$ cat config.mk
export PLATFORM = sky130hd
export DESIGN_NAME = mips_byte_core
export DESIGN_NICKNAME = d
export VERILOG_FILES = /design/src/rtl/mips_byte_core.sv
export SDC_FILE = /design/constraint.sdc
export NUM_CORES = 1
export LEC_CHECK = 0
export BUFFER_PORTS_ARGS = -buffer_cell sky130_fd_sc_hd__buf_4
export CAP_MARGIN = 40
export CORE_UTILIZATION = 40
export DETAILED_ROUTE_END_ITERATION = 8
export MAX_ROUTING_LAYER = met4
export PLACE_DENSITY_LB_ADDON = 0.1
export SYNTH_ARGS = -nofsm -noshare
export SYNTH_HDL_FRONTEND = slang
export SYNTH_SLANG_ARGS = --single-unit
export TNS_END_PERCENT = 5
$ cat constraint.sdc
create_clock -name clk -period 7.3 [get_ports clk]
set_clock_uncertainty 0.2 [all_clocks]
set_input_delay 1.46 -clock clk [delete_from_list [all_inputs] [get_ports clk]]
set_output_delay 1.46 -clock clk [all_outputs]
set_load 0.01 [all_outputs]
$ cat src/rtl/mips_byte_core.sv
// Single-cycle 8-bit MIPS-subset core: add/sub/and/or/slt, addi, lb, sb, beq, j.
// Fetch and data ports share one external memory; PC and register file update on rising clk.
module mips_byte_core #(
    parameter int               WIDTH    = 8,
    parameter int               REGBITS  = 5,
    parameter logic [WIDTH-1:0] RESET_PC = '0
) (
    input  logic             clk,
    input  logic             rst,
    output logic [WIDTH-1:0] i_addr,
    input  logic [31:0]      i,
    output logic [WIDTH-1:0] rw_addr,
    input  logic [WIDTH-1:0] r,
    output logic [WIDTH-1:0] w,
    output logic             w_en
);
    localparam int NREGS = 1 << REGBITS;

    typedef enum logic [5:0] {
        OP_RTYPE = 6'b000000,
        OP_J     = 6'b000010,
        OP_BEQ   = 6'b000100,
        OP_ADDI  = 6'b001000,
        OP_LB    = 6'b100000,
        OP_SB    = 6'b101000
    } opcode_e;

    typedef enum logic [5:0] {
        F_ADD = 6'b100000,
        F_SUB = 6'b100010,
        F_AND = 6'b100100,
        F_OR  = 6'b100101,
        F_SLT = 6'b101010
    } funct_e;

    typedef enum logic [2:0] {
        ALU_ADD,
        ALU_SUB,
        ALU_AND,
        ALU_OR,
        ALU_SLT
    } alu_op_e;

    typedef struct packed {
        logic [5:0]         op;
        logic [REGBITS-1:0] rs;
        logic [REGBITS-1:0] rt;
        logic [REGBITS-1:0] rd;
        logic [5:0]         funct;
        logic [15:0]        imm;
    } instr_t;

    typedef struct packed {
        logic    reg_we;
        logic    dst_rd;
        logic    use_imm;
        logic    from_mem;
        logic    store;
        logic    branch;
        logic    jump;
        alu_op_e alu_op;
    } ctl_t;

    instr_t             ins;
    ctl_t               ctl;
    logic [WIDTH-1:0]   pc;
    logic [WIDTH-1:0]   regs [NREGS];
    logic [WIDTH-1:0]   rs_val, rt_val, imm_val, alu_b, alu_y, wb_val;
    logic [WIDTH-1:0]   pc_plus4, pc_next;
    logic [REGBITS-1:0] wr_idx;
    logic               unused_bits;

    always_comb begin
        ins.op    = i[31:26];
        ins.rs    = i[25:21];
        ins.rt    = i[20:16];
        ins.rd    = i[15:11];
        ins.funct = i[5:0];
        ins.imm   = i[15:0];
    end

    // Immediates are sign-extended then truncated, which is just the low byte.
    assign unused_bits = ^ins.imm[15:WIDTH];

    always_comb begin
        ctl        = '0;
        ctl.alu_op = ALU_ADD;
        case (ins.op)
            OP_RTYPE: begin
                ctl.reg_we = 1'b1;
                ctl.dst_rd = 1'b1;
                case (ins.funct)
                    F_ADD:   ctl.alu_op = ALU_ADD;
                    F_SUB:   ctl.alu_op = ALU_SUB;
                    F_AND:   ctl.alu_op = ALU_AND;
                    F_OR:    ctl.alu_op = ALU_OR;
                    F_SLT:   ctl.alu_op = ALU_SLT;
                    default: ctl.reg_we = 1'b0;
                endcase
            end
            OP_ADDI: begin
                ctl.reg_we  = 1'b1;
                ctl.use_imm = 1'b1;
            end
            OP_LB: begin
                ctl.reg_we   = 1'b1;
                ctl.use_imm  = 1'b1;
                ctl.from_mem = 1'b1;
            end
            OP_SB: begin
                ctl.use_imm = 1'b1;
                ctl.store   = 1'b1;
            end
            OP_BEQ:  ctl.branch = 1'b1;
            OP_J:    ctl.jump   = 1'b1;
            default: ;
        endcase
    end

    // $0 is never written, but guard the read so it is 0 even before reset.
    assign rs_val  = (ins.rs == '0) ? '0 : regs[ins.rs];
    assign rt_val  = (ins.rt == '0) ? '0 : regs[ins.rt];
    assign imm_val = ins.imm[WIDTH-1:0];
    assign alu_b   = ctl.use_imm ? imm_val : rt_val;

    always_comb begin
        case (ctl.alu_op)
            ALU_ADD: alu_y = rs_val + alu_b;
            ALU_SUB: alu_y = rs_val - alu_b;
            ALU_AND: alu_y = rs_val & alu_b;
            ALU_OR:  alu_y = rs_val | alu_b;
            ALU_SLT: alu_y = {{(WIDTH-1){1'b0}}, ($signed(rs_val) < $signed(alu_b))};
            default: alu_y = rs_val + alu_b;
        endcase
    end

    assign pc_plus4 = pc + WIDTH'(4);

    always_comb begin
        pc_next = pc_plus4;
        if (ctl.jump)
            pc_next = {i[WIDTH-3:0], 2'b00};
        else if (ctl.branch && (rs_val == rt_val))
            pc_next = pc_plus4 + {imm_val[WIDTH-3:0], 2'b00};
    end

    assign wr_idx = ctl.dst_rd ? ins.rd : ins.rt;
    assign wb_val = ctl.from_mem ? r : alu_y;

    assign i_addr  = pc;
    assign rw_addr = alu_y;
    assign w       = rt_val;
    assign w_en    = ctl.store & ~rst;

    // Reset has priority, so an instruction in flight when rst rises never commits.
    always_ff @(posedge clk) begin
        if (rst) begin
            pc <= RESET_PC;
            for (int k = 0; k < NREGS; k++)
                regs[k] <= '0;
        end else begin
            pc <= pc_next;
            if (ctl.reg_we && (wr_idx != '0))
                regs[wr_idx] <= wb_val;
        end
    end

endmodule

# ---- Word level (Yosys, flattened, before mapping)
# Memories as Yosys holds them, arrays and structs flattened.
# Index checks and enable logic that the tools add are counted.
dict set report word_totals {
  memories 1
  ramBits 256
  regBits 8
  in_bits 42
  rom_bits 0
  out_inout_bits 25
  latch_bits 0
}
dict set report classes {
  n_div 0
  shifts 0
  add_sub_neg 4
  n_bitwise 4
  n_reduce_logical 11
  eq_ne 15
  multipliers 0
  mux 26
  n_lt_le_gt_ge 1
}
# memory words width rd rd_clocked_by_memory_dff write_ports line_no
set mem_list {}
lappend mem_list {regs 32 8 2 0 32 67} ;# logic [WIDTH-1:0] regs [NREGS];
# op count
set ops {}
lappend ops {{8-bit two-way mux} 7}
lappend ops {{6-bit equality test (second input constant)} 7}
lappend ops {{8-bit case mux with 4 select lines} 1}
lappend ops {{8-bit adder} 2}
lappend ops {{1-bit two-way mux} 13}
lappend ops {{3-bit case mux with 4 select lines} 1}
lappend ops {{5-bit zero test} 2}
lappend ops {{5-bit two-way mux} 2}
lappend ops {{8-bit by 3-bit adder with 8-bit output (second input constant)} 1}
lappend ops {{8-bit bitwise AND} 1}
lappend ops {{8-bit equality test} 1}
lappend ops {{8-bit < comparator} 1}
lappend ops {{8-bit bitwise OR} 1}
lappend ops {{8-bit OR reduction} 1}
lappend ops {{8-bit subtractor} 1}
lappend ops {{3-bit by 2-bit equality test with 1-bit output (second input constant)} 2}
lappend ops {{6-bit by 2-bit equality test with 1-bit output (second input constant)} 1}
lappend ops {{6-bit by 3-bit equality test with 1-bit output (second input constant)} 1}
lappend ops {{6-bit by 4-bit equality test with 1-bit output (second input constant)} 1}
lappend ops {{6-bit zero test} 1}
lappend ops {{5-bit nonzero test} 1}
lappend ops {{5-bit OR reduction} 1}
lappend ops {{2-bit OR reduction} 2}
lappend ops {{3-bit by 1-bit equality test with 1-bit output (second input constant)} 1}
lappend ops {{other kinds (7)} 8}

# ---- Longest topological paths before layout
dict set report depth {
  word_depth 10
  ltp_mapped 22
}

# ---- Least setup slack after synthesis
# OpenSTA, ideal clock, no wires.
dict set report synth_path {
  kind {input-to-output}
  start {input i[16]}
  end {output rw_addr[6]}
  setup_slack_ps 828
  cell_stages 16
  t_arrival_ps 4812
  n_path_buf 3
  cell_sequence {buf_6 -> buf_6 -> buf_4 -> mux4_2 -> mux2i_1 -> nand2_1 -> a31o_2 -> mux2_2 -> ha_1 -> nand2b_1 -> a21oi_1 -> o21ai_0 -> a21oi_1 -> or2_2 -> o221a_2 -> o221ai_1}
}
dict set report synth_between {
  elab_chain_cells 5
  elab_cells_between_ends 9
}
# item line_no
set synth_lines {}
lappend synth_lines {{from (decl)} 11} ;# input logic [31:0] i,
lappend synth_lines {{memory read 32 x 8 bit or 5-bit zero test (tied branches)} n/a}
lappend synth_lines {{8-bit two-way mux *} 122} ;# assign rt_val = (ins.rt == '0) ? '0 : regs[ins.rt];
lappend synth_lines {{via w[2]} 14} ;# output logic [WIDTH-1:0] w,
lappend synth_lines {{8-bit two-way mux *} 124} ;# assign alu_b = ctl.use_imm ? imm_val : rt_val;
lappend synth_lines {{8-bit adder or 8-bit subtractor (tied branches)} {128, 133, 129}}
lappend synth_lines {{8-bit case mux with 4 select lines *} 127} ;# case (ctl.alu_op)
lappend synth_lines {{to (decl)} 12} ;# output logic [WIDTH-1:0] rw_addr,
# Mark *: on every way through the listed nets, which the timed path passes. The rest lies on a longest branch.

# ---- Worst setup path in the final report
dict set report layout_path {
  start {input i[22]}
  end {output rw_addr[6]}
}
dict set report layout_between {
  elab_chain_cells 4
  elab_cells_between_ends 8
}
# item line_no
set layout_lines {}
lappend layout_lines {{memory read 32 x 8 bit or 5-bit zero test (tied branches)} n/a}
lappend layout_lines {{8-bit two-way mux *} 121} ;# assign rs_val = (ins.rs == '0) ? '0 : regs[ins.rs];
lappend layout_lines {{8-bit adder (tied with other cells)} {128, 133}}
lappend layout_lines {{8-bit case mux with 4 select lines *} 127}
# Every way passes the cells marked *; elsewhere a longest branch is shown, timed or not.

==> metrics.csv <==
stage,metric,value,unit
synth,sequential area share after synthesis,0.503,
synth,Async SR Flop Fraction,0,
route,"antenna viol nets, final",0,
sta,Worst Tran Pin Value,876,ps
clock_tree,Clock Sinks,262,
worst_setup_path,crit path kind,input port to primary output,
worst_setup_path,Crit path max-delay family,compound AO/OA/AOI/OAI gates,
clock_tree,H-tree lvl count,1,
power,Leakage,6.57,nW
synth,Netlist cell types,73,
synth,Syn Inst Count,1228,
clock_tree,TritonCTS clock tree,yes,
synth,synth warn,0,
route,drt wl/cell,26.9,um
layout,fin cells,1843,
floorplan,Chip Width,199,um
synth,count of flip-flops with a built-in enable after synthesis,256,
floorplan,die height,199,um
global_route,vias in the first global route,10400,
sta,max_slew headroom,0.400,
power,Power Total,4.09,mW
synth,Synth Register Bits,262,
worst_setup_path,Crit path top cell by count,buf_4,
clock_tree,"Reg clk slew, reported paths",60,ps
sta,hold slack final,478,ps
clock_tree,Bufs on Longest Clock Path,3,
sta,final worst-path setup slack,228,ps
worst_setup_path,Worst path max stage delay,550,ps
worst_setup_path,critical path peak fanout,7,
global_route,largest net degree at the start of global routing,48,
run_status,status,completed,
clock_tree,CTS root buf,clkbuf_16,
route,1st-iter DRT viols,1123,
place,Place WS,181,ps
route,# DRC,0,
global_route,first-pass GRT wire length,71700,um
layout,Nets,1384,
sta,Final Cycle Share,0.969,
worst_setup_path,worst path required time,5640,ps
route,routed wire length,49500,um
worst_setup_path,arrival time at the worst endpoint,5410,ps
floorplan,Core Area,37900,um2
worst_setup_path,slowest cell on the critical path,or3_1,
layout,Area Growth Syn to Fin,14.6,%
floorplan,Initial Util,0.409,
floorplan,Rows,71,
layout,antenna cells,0,
sta,fin crit period,7070,ps
run,max_cap viols,0,
layout,most frequent cells in the layout,"nor2_1, edfxtp_1, buf_4, mux4_2, mux2i_1",
place,RePlAce Congestion,0.965,
global_route,grt ovf,0,
power,PwrDens,230,nW/um2
global_route,GRT Util Overall,0.261,
worst_setup_path,CP startpoint kind,input port,
place,HPWL after DPL,35500,um
synth,ys flop type,edfxtp_1,
clock_tree,Post-CTS Hold Fix Bufs,0,
sta,final setup vio count,0,
worst_setup_path,CP Cell Sequence,buf_4 > or3_1 > buf_4 > o221ai_1 > a31oi_1 > a211o_1 > buf_4 > inv_1 > ha_1 > inv_1 > fa_1 > o21bai_1 > a21o_1 > a21o_1 > a21oi_1 > a221oi_1 > o221ai_1 > buf_4,
clock_tree,clk_lat worst skew,570,ps
clock_tree,Num CTS Buffers,30,
power,Peak VDD IR,0.000151,V
route,vias per cell,5.90,
sta,Final Max Slew Viols,0,
place,Inst Count DP,1788,
route,drt pass-1 iters,6,
place,Port Buffers,61,
sta,"Hold Vio Cnt, Final",0,
worst_hold_path,Hold WC Path Type,flop to flop,
sta,Max Fclk,141,MHz
sta,setup repair after global routing missed its margin,false,
synth,Mapped Avg Cell Area,12.6,um2
worst_setup_path,Worst setup EP type,primary output,
floorplan,die area,39600,um2
floorplan,I/O pins,67,
route,Vias,10900,
worst_setup_path,CP bufs+invs,6,
layout,"commonest non-fill, non-tap cell in the layout",nor2_1,
layout,share of layout cells above drive strength 1,0.254,
global_route,initial antenna violation count,0,
sta,setup TNS,0,ps
synth,cell area after synthesis,15500,um2
==> cell type report <==
class	instances	area (um2)
Clock buffer	35	791
Clock inverter	20	135
Fill cell	3436	20100
Inverter	31	116
Multi-Input combinational cell	852	7210
Sequential cell	262	7810
Tap cell	511	639
Timing Repair Buffer	132	1090
==> sequential cells by signal (all words and copies together) (netlist names) <==
signal	count
regs	256
i_addr	6
==> synth_stat cells, types with 5 or more instances <==
master | n | area, um2
nor2_1 | 276 | 1040
edfxtp_1 | 256 | 7690
mux4_2 | 111 | 2500
mux2i_1 | 74 | 741
nand2_1 | 51 | 191
nand2b_1 | 35 | 219
clkbuf_1 | 33 | 124
ha_1 | 30 | 375
buf_2 | 29 | 145
inv_1 | 29 | 109
a21oi_1 | 24 | 120
o221ai_1 | 19 | 166
a211oi_1 | 16 | 120
buf_4 | 15 | 113
nand3_1 | 14 | 70.1
nor2b_1 | 14 | 87.6
mux2_2 | 13 | 146
nor3_1 | 11 | 55.1
and2_1 | 10 | 62.6
buf_6 | 10 | 113
a221oi_1 | 9 | 78.8
xor2_1 | 9 | 78.8
nand2_2 | 8 | 50.1
o21ai_0 | 7 | 35.0
xnor2_1 | 7 | 61.3
a21o_1 | 6 | 45.0
a31oi_1 | 6 | 37.5
dfxtp_1 | 6 | 120
nor3b_1 | 6 | 45.0
or3_1 | 6 | 37.5
buf_1 | 5 | 18.8
nand3b_1 | 5 | 37.5
o21bai_1 | 5 | 37.5
==> kinds of logic after synthesis <==
group / synth area share
AO/OA/AOI/OAI: 0.0666
multiplexers: 0.218
adder cells (fa/ha/maj): 0.0280
buffers and inverters: 0.0405
other: 0.000241
XOR/XNOR: 0.00902
AND/OR/NAND/NOR: 0.135
flip-flops: 0.503
==> timing repair <==
item	in CTS	in global routing
endpoints found under the setup margin	0	2
setup buffers	0	0
gates resized for setup	0	2
==> worst reg2reg max path: cells and delay by family, from the launching register on <==
family                   cells  cell delay, ps
AO/OA/AOI/OAI                8            1470
adder cells (fa/ha/maj)      2             490
buffers and inverters        5             830
flip-flops                   1             410
multiplexers                 4            1190
AND/OR/NAND/NOR              1             100
==> path summary, 6_finish.rpt <==
kind | slack [ps] | from | endpoint | cells past startpoint
max reg2reg | 2350 | regs[31][0] | regs[9][6] | 20
min | 480 | i_addr[7] | i_addr[7] | 3
max | 230 | i[22] | rw_addr[6] | 18
min reg2reg | 480 | i_addr[7] | i_addr[7] | 3
==> routing by layer <==
layer,GRT usage,vias to the layer above,share of wire
li1,-,4804,-
met1,0.349,5511,0.43
met2,0.403,471,0.46
met3,0.0419,94,0.073
met4,0.0915,0,0.037
met5,-,-,0
==> report_power, final <==
part	internal (mW)	switching (mW)
clock	0.808	0.626
combinational	0.342	0.586
sequential	1.70	0.0318
total	2.85	1.24
==> through the flow <==
step,area (um2),util
6_report,17800,0.469
5_1_grt,17800,0.469
4_1_cts,17800,0.469
2_1_floorplan,15600,-
3_3_place_gp,16900,0.444
3_5_place_dp,16900,0.444
Note: power is estimated with default switching activity, not from simulation.
